## config.mk

```make
export PLATFORM = sky130hd
export DESIGN_NAME = mc_ctrl
export DESIGN_NICKNAME = d
export VERILOG_FILES = /design/src/rtl/mc_ctrl_pkg.sv /design/src/rtl/mc_alu_dec.sv /design/src/rtl/mc_ctrl.sv
export SDC_FILE = /design/constraint.sdc
export NUM_CORES = 1
export LEC_CHECK = 0
export CAP_MARGIN = 30
export CORE_MARGIN = 2
export CORE_UTILIZATION = 43
export CTS_CLUSTER_SIZE = 14
export DETAILED_ROUTE_END_ITERATION = 6
export GPL_TIMING_DRIVEN = 0
export PLACE_DENSITY = 0.95
export SYNTH_ARGS = -nofsm -noshare
export SYNTH_HDL_FRONTEND = slang
export SYNTH_SLANG_ARGS = --single-unit
```

## constraint.sdc

```tcl
create_clock -name clk -period 4.5 [get_ports clk]
set_clock_uncertainty 0.1 [all_clocks]
set_input_delay 0.45 -clock clk [delete_from_list [all_inputs] [get_ports clk]]
set_output_delay 0.45 -clock clk [all_outputs]
set_load 0.03 [all_outputs]
```

## src/rtl/mc_ctrl_pkg.sv

```systemverilog
// Shared constants for the multicycle MIPS main controller: ALU operation
// codes, opcode/funct constants, FSM state encodings, datapath select codes
// and a helper that sorts an instruction into its execution class.
package mc_ctrl_pkg;

  // ALU operation codes driven on alu_op
  localparam logic [4:0] ALUOP_ADD  = 5'd0;
  localparam logic [4:0] ALUOP_SUB  = 5'd1;
  localparam logic [4:0] ALUOP_AND  = 5'd2;
  localparam logic [4:0] ALUOP_OR   = 5'd3;
  localparam logic [4:0] ALUOP_XOR  = 5'd4;
  localparam logic [4:0] ALUOP_NOR  = 5'd5;
  localparam logic [4:0] ALUOP_SLT  = 5'd6;
  localparam logic [4:0] ALUOP_SLTU = 5'd7;
  localparam logic [4:0] ALUOP_SLL  = 5'd8;
  localparam logic [4:0] ALUOP_SRL  = 5'd9;
  localparam logic [4:0] ALUOP_SRA  = 5'd10;
  localparam logic [4:0] ALUOP_LUI  = 5'd11;
  localparam logic [4:0] ALUOP_BNE  = 5'd12;
  localparam logic [4:0] ALUOP_BLEZ = 5'd13;
  localparam logic [4:0] ALUOP_BGTZ = 5'd14;
  localparam logic [4:0] ALUOP_BLTZ = 5'd15;
  localparam logic [4:0] ALUOP_BGEZ = 5'd16;

  // Primary opcodes (IR[31:26])
  localparam logic [5:0] OP_RTYPE  = 6'h00;
  localparam logic [5:0] OP_REGIMM = 6'h01;
  localparam logic [5:0] OP_J      = 6'h02;
  localparam logic [5:0] OP_JAL    = 6'h03;
  localparam logic [5:0] OP_BEQ    = 6'h04;
  localparam logic [5:0] OP_BNE    = 6'h05;
  localparam logic [5:0] OP_BLEZ   = 6'h06;
  localparam logic [5:0] OP_BGTZ   = 6'h07;
  localparam logic [5:0] OP_ADDI   = 6'h08;
  localparam logic [5:0] OP_ADDIU  = 6'h09;
  localparam logic [5:0] OP_SLTI   = 6'h0a;
  localparam logic [5:0] OP_SLTIU  = 6'h0b;
  localparam logic [5:0] OP_ANDI   = 6'h0c;
  localparam logic [5:0] OP_ORI    = 6'h0d;
  localparam logic [5:0] OP_XORI   = 6'h0e;
  localparam logic [5:0] OP_LUI    = 6'h0f;
  localparam logic [5:0] OP_LW     = 6'h23;
  localparam logic [5:0] OP_SW     = 6'h2b;

  // R-type function codes (IR[5:0])
  localparam logic [5:0] FN_SLL  = 6'h00;
  localparam logic [5:0] FN_SRL  = 6'h02;
  localparam logic [5:0] FN_SRA  = 6'h03;
  localparam logic [5:0] FN_SLLV = 6'h04;
  localparam logic [5:0] FN_SRLV = 6'h06;
  localparam logic [5:0] FN_SRAV = 6'h07;
  localparam logic [5:0] FN_JR   = 6'h08;
  localparam logic [5:0] FN_ADD  = 6'h20;
  localparam logic [5:0] FN_ADDU = 6'h21;
  localparam logic [5:0] FN_SUB  = 6'h22;
  localparam logic [5:0] FN_SUBU = 6'h23;
  localparam logic [5:0] FN_AND  = 6'h24;
  localparam logic [5:0] FN_OR   = 6'h25;
  localparam logic [5:0] FN_XOR  = 6'h26;
  localparam logic [5:0] FN_NOR  = 6'h27;
  localparam logic [5:0] FN_SLT  = 6'h2a;
  localparam logic [5:0] FN_SLTU = 6'h2b;

  // REGIMM branch selects (IR[20:16])
  localparam logic [4:0] RT_BLTZ = 5'd0;
  localparam logic [4:0] RT_BGEZ = 5'd1;

  // pc_source selects
  localparam logic [1:0] PCSRC_ALU    = 2'd0;
  localparam logic [1:0] PCSRC_ALUOUT = 2'd1;
  localparam logic [1:0] PCSRC_JUMP   = 2'd2;
  localparam logic [1:0] PCSRC_REGA   = 2'd3;

  // alu_src_a selects
  localparam logic [1:0] SRCA_PC    = 2'd0;
  localparam logic [1:0] SRCA_REGA  = 2'd1;
  localparam logic [1:0] SRCA_SHAMT = 2'd2;

  // alu_src_b selects
  localparam logic [2:0] SRCB_REGB     = 3'd0;
  localparam logic [2:0] SRCB_FOUR     = 3'd1;
  localparam logic [2:0] SRCB_SEXT     = 3'd2;
  localparam logic [2:0] SRCB_SEXT_SH2 = 3'd3;
  localparam logic [2:0] SRCB_ZEXT     = 3'd4;

  // reg_dst selects
  localparam logic [1:0] REGDST_RT = 2'd0;
  localparam logic [1:0] REGDST_RD = 2'd1;
  localparam logic [1:0] REGDST_RA = 2'd2;

  // mem_to_reg selects
  localparam logic [1:0] M2R_ALUOUT = 2'd0;
  localparam logic [1:0] M2R_MDR    = 2'd1;
  localparam logic [1:0] M2R_PC     = 2'd2;

  // FSM states; encodings 12..15 are unused and recover to S_FETCH
  typedef enum logic [3:0] {
    S_FETCH   = 4'd0,
    S_DECODE  = 4'd1,
    S_EXEC_R  = 4'd2,
    S_WB_R    = 4'd3,
    S_EXEC_I  = 4'd4,
    S_WB_I    = 4'd5,
    S_MEM_ADR = 4'd6,
    S_MEM_RD  = 4'd7,
    S_WB_M    = 4'd8,
    S_MEM_WR  = 4'd9,
    S_BRANCH  = 4'd10,
    S_JUMP    = 4'd11
  } state_e;

  // Execution class chosen in DECODE
  typedef enum logic [2:0] {
    IC_ILLEGAL = 3'd0,
    IC_RTYPE   = 3'd1,
    IC_IALU    = 3'd2,
    IC_MEM     = 3'd3,
    IC_BRANCH  = 3'd4,
    IC_JUMP    = 3'd5
  } iclass_e;

  // Classify the instruction held in IR; anything unsupported is IC_ILLEGAL
  function automatic iclass_e decode_class(input logic [5:0] op,
                                           input logic [5:0] fn,
                                           input logic [4:0] rt);
    iclass_e c;
    c = IC_ILLEGAL;
    case (op)
      OP_RTYPE: begin
        case (fn)
          FN_SLL, FN_SRL, FN_SRA, FN_SLLV, FN_SRLV, FN_SRAV,
          FN_ADD, FN_ADDU, FN_SUB, FN_SUBU, FN_AND, FN_OR,
          FN_XOR, FN_NOR, FN_SLT, FN_SLTU: c = IC_RTYPE;
          FN_JR:                           c = IC_JUMP;
          default:                         c = IC_ILLEGAL;
        endcase
      end
      OP_REGIMM: c = (rt == RT_BLTZ || rt == RT_BGEZ) ? IC_BRANCH : IC_ILLEGAL;
      OP_BEQ, OP_BNE, OP_BLEZ, OP_BGTZ: c = IC_BRANCH;
      OP_J, OP_JAL:                     c = IC_JUMP;
      OP_ADDI, OP_ADDIU, OP_SLTI, OP_SLTIU,
      OP_ANDI, OP_ORI, OP_XORI, OP_LUI: c = IC_IALU;
      OP_LW, OP_SW:                     c = IC_MEM;
      default:                          c = IC_ILLEGAL;
    endcase
    return c;
  endfunction

endpackage

```

## src/rtl/mc_alu_dec.sv

```systemverilog
// ALU operation decoder: picks the alu_op code from the current FSM state
// and the IR fields. Purely combinational.
import mc_ctrl_pkg::*;

module mc_alu_dec (
  input  logic [5:0] opcode_i,
  input  logic [5:0] funct_i,
  input  logic [4:0] rt_i,
  input  state_e     state_i,
  output logic [4:0] alu_op_o
);

  // ADD by default (PC+4, branch target, effective address); per-op codes in execute/branch states
  always_comb begin
    alu_op_o = ALUOP_ADD;
    case (state_i)
      S_EXEC_R: begin
        case (funct_i)
          FN_SUB, FN_SUBU:  alu_op_o = ALUOP_SUB;
          FN_AND:           alu_op_o = ALUOP_AND;
          FN_OR:            alu_op_o = ALUOP_OR;
          FN_XOR:           alu_op_o = ALUOP_XOR;
          FN_NOR:           alu_op_o = ALUOP_NOR;
          FN_SLT:           alu_op_o = ALUOP_SLT;
          FN_SLTU:          alu_op_o = ALUOP_SLTU;
          FN_SLL, FN_SLLV:  alu_op_o = ALUOP_SLL;
          FN_SRL, FN_SRLV:  alu_op_o = ALUOP_SRL;
          FN_SRA, FN_SRAV:  alu_op_o = ALUOP_SRA;
          default:          alu_op_o = ALUOP_ADD;
        endcase
      end
      S_EXEC_I: begin
        case (opcode_i)
          OP_SLTI:  alu_op_o = ALUOP_SLT;
          OP_SLTIU: alu_op_o = ALUOP_SLTU;
          OP_ANDI:  alu_op_o = ALUOP_AND;
          OP_ORI:   alu_op_o = ALUOP_OR;
          OP_XORI:  alu_op_o = ALUOP_XOR;
          OP_LUI:   alu_op_o = ALUOP_LUI;
          default:  alu_op_o = ALUOP_ADD;
        endcase
      end
      S_BRANCH: begin
        case (opcode_i)
          OP_BEQ:    alu_op_o = ALUOP_SUB;
          OP_BNE:    alu_op_o = ALUOP_BNE;
          OP_BLEZ:   alu_op_o = ALUOP_BLEZ;
          OP_BGTZ:   alu_op_o = ALUOP_BGTZ;
          OP_REGIMM: alu_op_o = (rt_i == RT_BGEZ) ? ALUOP_BGEZ : ALUOP_BLTZ;
          default:   alu_op_o = ALUOP_SUB;
        endcase
      end
      default: alu_op_o = ALUOP_ADD;
    endcase
  end

endmodule

```

## src/rtl/mc_ctrl.sv

```systemverilog
// Multicycle main-control FSM for the MIPS subset. Sequences PC, IR, ALU,
// register file and memory port; stalls in FETCH/MEM_RD/MEM_WR until
// mem_ready. Optional performance counters: define MC_PERF_CNT_EN.
import mc_ctrl_pkg::*;

module mc_ctrl #(
  parameter int CNT_W = 32
) (
  input  logic             clk,
  input  logic             rst,
  input  logic [5:0]       opcode,
  input  logic [5:0]       funct,
  input  logic [4:0]       rt,
  input  logic             zero,
  input  logic             mem_ready,
  output logic             mem_req,
  output logic             mem_we,
  output logic             iord,
  output logic             ir_write,
  output logic             pc_write,
  output logic             pc_write_cond,
  output logic [1:0]       pc_source,
  output logic [1:0]       alu_src_a,
  output logic [2:0]       alu_src_b,
  output logic [4:0]       alu_op,
  output logic             reg_write,
  output logic [1:0]       reg_dst,
  output logic [1:0]       mem_to_reg,
  output logic             illegal_instr,
`ifdef MC_PERF_CNT_EN
  output logic [CNT_W-1:0] cycle_cnt,
  output logic [CNT_W-1:0] instr_cnt,
`endif
  output logic [3:0]       state_o
);

  state_e     state_q, state_d;
  iclass_e    iclass;
  logic       mem_req_c, mem_we_c, iord_c, ir_write_c, pc_write_c, pc_write_cond_c;
  logic       reg_write_c, illegal_c;
  logic [1:0] pc_source_c, alu_src_a_c, reg_dst_c, mem_to_reg_c;
  logic [2:0] alu_src_b_c;
  logic [4:0] alu_op_c;

  // The zero flag gates pc_write_cond inside the datapath, not here
  logic unused_zero;
  assign unused_zero = zero;

  assign iclass = decode_class(opcode, funct, rt);

  mc_alu_dec u_alu_dec (
    .opcode_i (opcode),
    .funct_i  (funct),
    .rt_i     (rt),
    .state_i  (state_q),
    .alu_op_o (alu_op_c)
  );

  // State register
  always_ff @(posedge clk) begin
    if (rst) state_q <= S_FETCH;
    else     state_q <= state_d;
  end

  // Next-state and Moore output decode (FETCH enables are mem_ready-gated)
  always_comb begin
    state_d         = state_q;
    mem_req_c       = 1'b0;
    mem_we_c        = 1'b0;
    iord_c          = 1'b0;
    ir_write_c      = 1'b0;
    pc_write_c      = 1'b0;
    pc_write_cond_c = 1'b0;
    pc_source_c     = PCSRC_ALU;
    alu_src_a_c     = SRCA_PC;
    alu_src_b_c     = SRCB_REGB;
    reg_write_c     = 1'b0;
    reg_dst_c       = REGDST_RT;
    mem_to_reg_c    = M2R_ALUOUT;
    illegal_c       = 1'b0;
    case (state_q)
      S_FETCH: begin
        mem_req_c   = 1'b1;
        alu_src_b_c = SRCB_FOUR;
        ir_write_c  = mem_ready;
        pc_write_c  = mem_ready;
        if (mem_ready) state_d = S_DECODE;
      end
      S_DECODE: begin
        alu_src_b_c = SRCB_SEXT_SH2;
        case (iclass)
          IC_RTYPE:  state_d = S_EXEC_R;
          IC_IALU:   state_d = S_EXEC_I;
          IC_MEM:    state_d = S_MEM_ADR;
          IC_BRANCH: state_d = S_BRANCH;
          IC_JUMP:   state_d = S_JUMP;
          default: begin
            illegal_c = 1'b1;
            state_d   = S_FETCH;
          end
        endcase
      end
      S_EXEC_R: begin
        // Immediate shifts take the shift amount from IR[10:6] on port A
        if (funct == FN_SLL || funct == FN_SRL || funct == FN_SRA)
          alu_src_a_c = SRCA_SHAMT;
        else
          alu_src_a_c = SRCA_REGA;
        alu_src_b_c = SRCB_REGB;
        state_d     = S_WB_R;
      end
      S_WB_R: begin
        reg_write_c = 1'b1;
        reg_dst_c   = REGDST_RD;
        state_d     = S_FETCH;
      end
      S_EXEC_I: begin
        alu_src_a_c = SRCA_REGA;
        // Logical immediates are zero-extended, the rest sign-extended
        if (opcode == OP_ANDI || opcode == OP_ORI || opcode == OP_XORI)
          alu_src_b_c = SRCB_ZEXT;
        else
          alu_src_b_c = SRCB_SEXT;
        state_d = S_WB_I;
      end
      S_WB_I: begin
        reg_write_c = 1'b1;
        state_d     = S_FETCH;
      end
      S_MEM_ADR: begin
        alu_src_a_c = SRCA_REGA;
        alu_src_b_c = SRCB_SEXT;
        state_d     = (opcode == OP_SW) ? S_MEM_WR : S_MEM_RD;
      end
      S_MEM_RD: begin
        mem_req_c = 1'b1;
        iord_c    = 1'b1;
        if (mem_ready) state_d = S_WB_M;
      end
      S_WB_M: begin
        reg_write_c  = 1'b1;
        mem_to_reg_c = M2R_MDR;
        state_d      = S_FETCH;
      end
      S_MEM_WR: begin
        mem_req_c = 1'b1;
        mem_we_c  = 1'b1;
        iord_c    = 1'b1;
        if (mem_ready) state_d = S_FETCH;
      end
      S_BRANCH: begin
        alu_src_a_c     = SRCA_REGA;
        alu_src_b_c     = SRCB_REGB;
        pc_write_cond_c = 1'b1;
        pc_source_c     = PCSRC_ALUOUT;
        state_d         = S_FETCH;
      end
      S_JUMP: begin
        pc_write_c = 1'b1;
        if (opcode == OP_RTYPE) begin
          pc_source_c = PCSRC_REGA;
        end else begin
          pc_source_c = PCSRC_JUMP;
          if (opcode == OP_JAL) begin
            reg_write_c  = 1'b1;
            reg_dst_c    = REGDST_RA;
            mem_to_reg_c = M2R_PC;
          end
        end
        state_d = S_FETCH;
      end
      default: state_d = S_FETCH;
    endcase
  end

  // Reset forces every enable and select low, abandoning any access in flight
  assign mem_req       = mem_req_c & ~rst;
  assign mem_we        = mem_we_c & ~rst;
  assign iord          = iord_c & ~rst;
  assign ir_write      = ir_write_c & ~rst;
  assign pc_write      = pc_write_c & ~rst;
  assign pc_write_cond = pc_write_cond_c & ~rst;
  assign reg_write     = reg_write_c & ~rst;
  assign illegal_instr = illegal_c & ~rst;
  assign pc_source     = rst ? 2'd0 : pc_source_c;
  assign alu_src_a     = rst ? 2'd0 : alu_src_a_c;
  assign alu_src_b     = rst ? 3'd0 : alu_src_b_c;
  assign alu_op        = rst ? 5'd0 : alu_op_c;
  assign reg_dst       = rst ? 2'd0 : reg_dst_c;
  assign mem_to_reg    = rst ? 2'd0 : mem_to_reg_c;
  assign state_o       = state_q;

`ifdef MC_PERF_CNT_EN
  logic             retire_c;
  logic [CNT_W-1:0] cycle_cnt_q, instr_cnt_q;

  // An instruction retires when its last state hands back to FETCH
  always_comb begin
    retire_c = 1'b0;
    case (state_q)
      S_WB_R, S_WB_I, S_WB_M, S_BRANCH, S_JUMP: retire_c = 1'b1;
      S_MEM_WR:                                 retire_c = mem_ready;
      default:                                  retire_c = 1'b0;
    endcase
  end

  // Free-running cycle and retired-instruction counters, wrapping
  always_ff @(posedge clk) begin
    if (rst) begin
      cycle_cnt_q <= '0;
      instr_cnt_q <= '0;
    end else begin
      cycle_cnt_q <= cycle_cnt_q + CNT_W'(1);
      if (retire_c) instr_cnt_q <= instr_cnt_q + CNT_W'(1);
    end
  end

  assign cycle_cnt = cycle_cnt_q;
  assign instr_cnt = instr_cnt_q;
`else
  localparam int unused_cnt_w = CNT_W;
`endif

endmodule

```

# [Word-level counts from Yosys, hierarchy flattened]
# Memory sizes are Yosys's and may differ from the RTL's.
# Cells that the tools add are included.
[word_totals] ff_bits=4 out_inout_bits=28 n_memories=2 rom_bits=384 elab_cells=109 ram_bits=0 latchBits=0 in_bits=21
[op_classes] n_shift=0 n_div=0 multipliers=0 n_mux=39 n_eq_ne=39 n_addsub=0 bitwise=9 n_reduce_logical=19 magnitude_cmp=0
[mem_list] memory="(name not given)" words=64 width=4 rd=1 rd_ports_with_merged_regs=0 wr=0 line="mc_alu_dec.sv:18" source="case (funct_i)"
[mem_list] memory="(name not given)" words=64 width=2 rd=1 rd_ports_with_merged_regs=0 wr=0 line="mc_ctrl_pkg.sv:130" source="case (fn)"
[op_table] op="6-bit by 4-bit equality test with 1-bit output, second input constant" count=8
[op_table] op="4-bit one-hot mux with 7 select lines" count=1
[op_table] op="6-bit by 2-bit equality test with 1-bit output, second input constant" count=4
[op_table] op="6-bit by 3-bit equality test with 1-bit output, second input constant" count=4
[op_table] op="4-bit one-hot mux with 6 select lines" count=1
[op_table] op="4-bit one-hot mux with 5 select lines" count=1
[op_table] op="5-bit one-hot mux with 4 select lines" count=1
[op_table] op="3-bit one-hot mux with 6 select lines" count=1
[op_table] op="4-bit by 3-bit equality test with 1-bit output, second input constant" count=4
[op_table] op="4-bit equality test, second input constant" count=4
[op_table] op="4-bit 2-to-1 mux" count=4
[op_table] op="2-bit one-hot mux with 2 select lines" count=4
[op_table] op="5-bit one-hot mux with 3 select lines" count=1
[op_table] op="2-bit 2-to-1 mux" count=7
[op_table] op="6-bit equality test, second input constant" count=2
[op_table] op="6-bit logical NOT" count=2
[op_table] op="3-bit one-hot mux with 4 select lines" count=1
[op_table] op="1-bit 2-to-1 mux" count=10
[op_table] op="5-bit 2-to-1 mux" count=2
[op_table] op="3-bit 2-to-1 mux" count=3
[op_table] op="3-bit OR reduction" count=3
[op_table] op="1-bit AND" count=8
[op_table] op="4-bit by 2-bit equality test with 1-bit output, second input constant" count=2
[op_table] op="8-bit OR reduction" count=1
[op_table] op="16 further kinds" count=27

# [Logic depth before layout (Yosys ltp)]
[depth] ltp_word=9 mapped_depth=6 depth_no_buf=5

# [Cells and area by module]
# Synthesis repeated with hierarchy kept, for this count alone.
[hier_totals] cells_unflattened=166 hier_area_um2=1102.3
[by_module_without_submodules] mod="mc_ctrl" area_per_inst_um2=775.7 instances=1 cells_each=119 seq_area_each_um2=80.1
[by_module_without_submodules] mod="mc_alu_dec" area_per_inst_um2=326.6 instances=1 cells_each=47 seq_area_each_um2=0.0

# [Worst setup path after synthesis]
# OpenSTA, ideal clock, no wires.
[synth_timing] path_kind="reg-to-output" start="register state_q[3] (netlist: state_o[3])" end="output alu_op[4]" t_arrival_ns=2.718 setup_slack_ns=1.232 stages_incl_launch_ff=7 required_time_ns=3.950 path_buffers=1 path_cell_list="dfxtp_1 > clkbuf_1 > nand2b_1 > nand2b_1 > nor2_1 > nand2_1 > nor4_1"
[synth_between] elab_chain_len=3 word_cells_on_any_way=5 cone_classes="eq/ne (3); mux (2)"
[synth_lines] item="from (decl)" line="mc_ctrl.sv:37" source="state_e state_q, state_d;"
[synth_lines] item="from (signal assigned)" line="mc_ctrl.sv:62" source="else state_q <= state_d;"
[synth_lines] item="4-bit equality test, or another cell as far along" line="mc_alu_dec.sv:16" source="case (state_i)"
[synth_lines] item="5-bit one-hot mux with 3 select lines *" line="mc_alu_dec.sv:16"
[synth_lines] item="5-bit 2-to-1 mux *" line="mc_ctrl.sv:188" source="assign alu_op = rst ? 5'd0 : alu_op_c;"
[synth_lines] item="to (decl)" line="mc_ctrl.sv:25" source="output logic [4:0] alu_op,"
# Every way passes the cells marked *; elsewhere a longest branch is shown, timed or not.

# [Worst setup path in the final report]
[layout_timing] start="input opcode[4]" end="output alu_op[1]"
[layout_between] elab_chain_len=4 word_cells_on_any_way=14 cone_classes="eq/ne (10); mux (4)"
[layout_lines] item="from (decl)" line="mc_ctrl.sv:11" source="input logic [5:0] opcode,"
[layout_lines] item="6-bit by 4-bit equality test with 1-bit output, or another cell as far along" line="mc_alu_dec.sv:33" source="case (opcode_i)"
[layout_lines] item="4-bit one-hot mux with 6 select lines / 5-bit one-hot mux with 4 select lines (equally long branches)" line="mc_alu_dec.sv:33, mc_alu_dec.sv:44"
[layout_lines] item="5-bit one-hot mux with 3 select lines *" line="mc_alu_dec.sv:16"
[layout_lines] item="5-bit 2-to-1 mux *" line="mc_ctrl.sv:188"
# Marked as above.

==> out/metrics.cfg <==
[cts]
cts.sinks = 4
clkLatencyLatePin_ns = 0.24
ctsResizeCount = 0
post_cts_buffers = 0
holdBufCountCts = 0
cts.clk_slew.worst_paths_ns = 0.04
cts_buffers = 3
cts-htree-levels = 1
cts_tree = built
cts_buffer_depth = 2
clock_tree.root_cell = clkbuf_4

[worst_setup_path]
cp-endpoint = alu_op[1]
worst-path-buf-inv = 2
cp_data_required_time_ns = 3.95
cp-startpoint = opcode[4]
arrival_ns = 2.96
cp_slowest_cell = nor4_1
r2r_start = state_o[2]
ff2ff_path_depth = 5
r2r_setup_slack_ns = 2.69
critical_path.max_stage_delay_ns = 0.72
regToRegEndpoint = state_o[2]
crit_type = input port to output port
crit_path_start_kind = input port
cp_top_family = buffers and inverters
crit_chain = clkdlybuf4s50_1 > nor2_1 > nand2_1 > nor4_1 > o2111ai_1 > o311ai_1 > clkdlybuf4s50_1
crit_top_cell = clkdlybuf4s50_1
path_max_fanout = 5
cp_num_cells = 7
end_kind = output port

[yosys]
syn_nets = 180
synth-async-reset-ratio_pct = 0
synth_top_flop_cell = dfxtp_1
netlist_instances = 159
synth_edf_count = 0
ys_warn_count = 0
ys_types = 44
netlist_area_sq_um = 965
syn_avg_cell_area_sq_um = 6.07
synth_top_area_share_pct = 8.30
synth.area.top_cells = dfxtp_1 (8.3%), a21oi_1 (6.7%), nand2_1 (6.6%), nor4_1 (6.5%), nor2_1 (5.8%)
synth_area_leader_cell = dfxtp_1
yosys-top-cells-count = nand2_1 (17), nor2_1 (15), clkbuf_1 (14)
yosys_register_bits = 4
synth.most_common_cell = nand2_1
yosysSeqAreaShare_pct = 8.30

[power_and_ir_drop]
p_sw_mw = 0.114
ir_worst_vdd_mv = 0.167
intPower_mw = 0.129
combPwrFrac_pct = 62.3
seq_power_share_pct = 18.0
powerDensity_nw_per_um2 = 166
p_leak_nw = 0.470
clkPwrFrac_pct = 19.6
sw_frac_of_total_pct = 46.9

[global_route]
use_met2_pct = 41.9
busiest_layer = met2
grt_max_degree = 11
grtUsageMet1_pct = 32.4
grt-ovfl-total = 0
grtUsageTotal_pct = 24.9
use_met3_pct = 2.63
antenna_found_initial = 0
grt_pass1_vias = 1225
grt_pass1_wl_mm = 5.15

[drt]
wl_per_cell_um = 14.4
drt-total-wl_mm = 3.38
ant_nets = 0
vias = 1490
drc = 0
drtPass1Iterations = 5
via_per_inst = 6.37
drtIter0Drc = 89

[timing]
fin_setup_tns_ns = 0
drv_slew = 0
fmax_mhz = 285
tightest_slew_ns = 0.935
relSlewSlack_pct = 37.1
period_minus_slack_ns = 3.51
rsz0062_at_grt = false
setup_viol = 0
finalHoldViolations = 0
fin_crit_sh_pct = 78.0
fin_hold_ws_ns = 0.712

[floorplan]
die_x_um = 51.4
ioPinCount = 49
core_area_sq_um = 2170
dieArea_sq_um = 2640
die_h_um = 51.4
start_util_pct = 44.5
fp-row-count = 17

[placed_design]
place_area_sq_um = 1440
portBuffers = 44
hpwl_mm = 2.66
gp_congestion = 0.876

[finish]
design_area_sq_um = 1460
diodes = 0
largest_reg_flops = 4
area_growth_pct = 51.6
drive_gt1_share_pct = 4.37
post-route-util_pct = 67.4
fin_nets = 229

[status]
status = completed

[min_path]
hold_class = flip-flop to flip-flop

[flow_run]
drv_cap = 0

## final cells by class
cell class	instances	area (sq um)
flip-flops and latches	4	80.1
well taps	28	35.0
plain buffers	15	57.6
multi-input cells	134	805
clock buffers	3	22.5
fillers	211	707
inverters	6	22.5
repair buffers	44	440
## tightest hold or removal path: cells and delay by family, from the launching register on
kind | cells | cell delay (ns)
DFF | 1 | 0.37
AOI/OAI and AO/OA | 2 | 0.17
and+or+nand+nor | 2 | 0.23
## how the worst min path moves through the flow
stage | start | slack (ns) | end | cells after the start
finish | state_o[1] | 0.71 | state_o[0] | 4
global route | state_o[1] | 0.77 | state_o[0] | 4
CTS | state_o[1] | 0.68 | state_o[0] | 4
detailed placement | state_o[1] | 0.67 | state_o[0] | 4
global placement | state_o[1] | 0.67 | state_o[0] | 4
floorplan | mem_ready | 0.54 | state_o[3] | 3
## metrics by stage
stage	power [mW]	std cells	setup slack, ns
6_report	0.242	234	0.989
5_1_grt	0.255	234	0.901
4_1_cts	0.239	234	1.09
3_5_place_dp	0.192	231	1.08
3_3_place_gp	0.189	231	1.14
2_1_floorplan	0.135	159	1.23
## routing by layer
metal  vias to the layer above  wire length [um]
met5                         -                 0
met4                         0                33
met3                         4               353
met2                        97              1610
met1                       689              1390
li1                        700                 -
## logic make-up (layout without fill, tap and decap cells)
family	after synthesis	after routing	share of synthesized area [%]
AO/OA/AOI/OAI	47	47	34.4
XOR/XNOR	1	1	0.908
buffers and inverters	21	68	8.30
flip-flops	4	4	8.30
multiplexers	2	2	2.08
AND/OR/NAND/NOR	84	84	46.0
## cell usage in the layout, fill, tap and decap left out, types with 2 or more instances in the layout
cell             netlist  routed
a211oi_1               2       2
a21oi_1               13      13
a31oi_1                5       5
and3_1                 4       4
clkbuf_1              14      14
clkbuf_4               0       3
clkdlybuf4s50_1        0      44
dfxtp_1                4       4
inv_1                  5       5
mux2i_1                2       2
nand2_1               17      17
nand2b_1               6       6
nand3_1                6       6
nand3b_1               3       3
nand4_1                3       3
nor2_1                15      15
nor2b_1                6       6
nor3_1                 6       6
nor3b_1                2       2
nor4_1                10      10
o2111ai_1              2       2
o211ai_1               2       2
o21ai_0                4       4
o22ai_1                2       2
o311ai_1               2       2
o31ai_1                2       2
or3_1                  3       3
## power by group through the flow
stage	clock network [mW]	logic (mW)	registers [mW]
after floorplan	0	0.0859	0.0490
after global placement	0	0.145	0.0438
after detailed placement	0	0.148	0.0440
after CTS	0.0474	0.148	0.0435
after global routing	0.0500	0.161	0.0441
final	0.0476	0.151	0.0436
(Power assumes the default switching activity.)
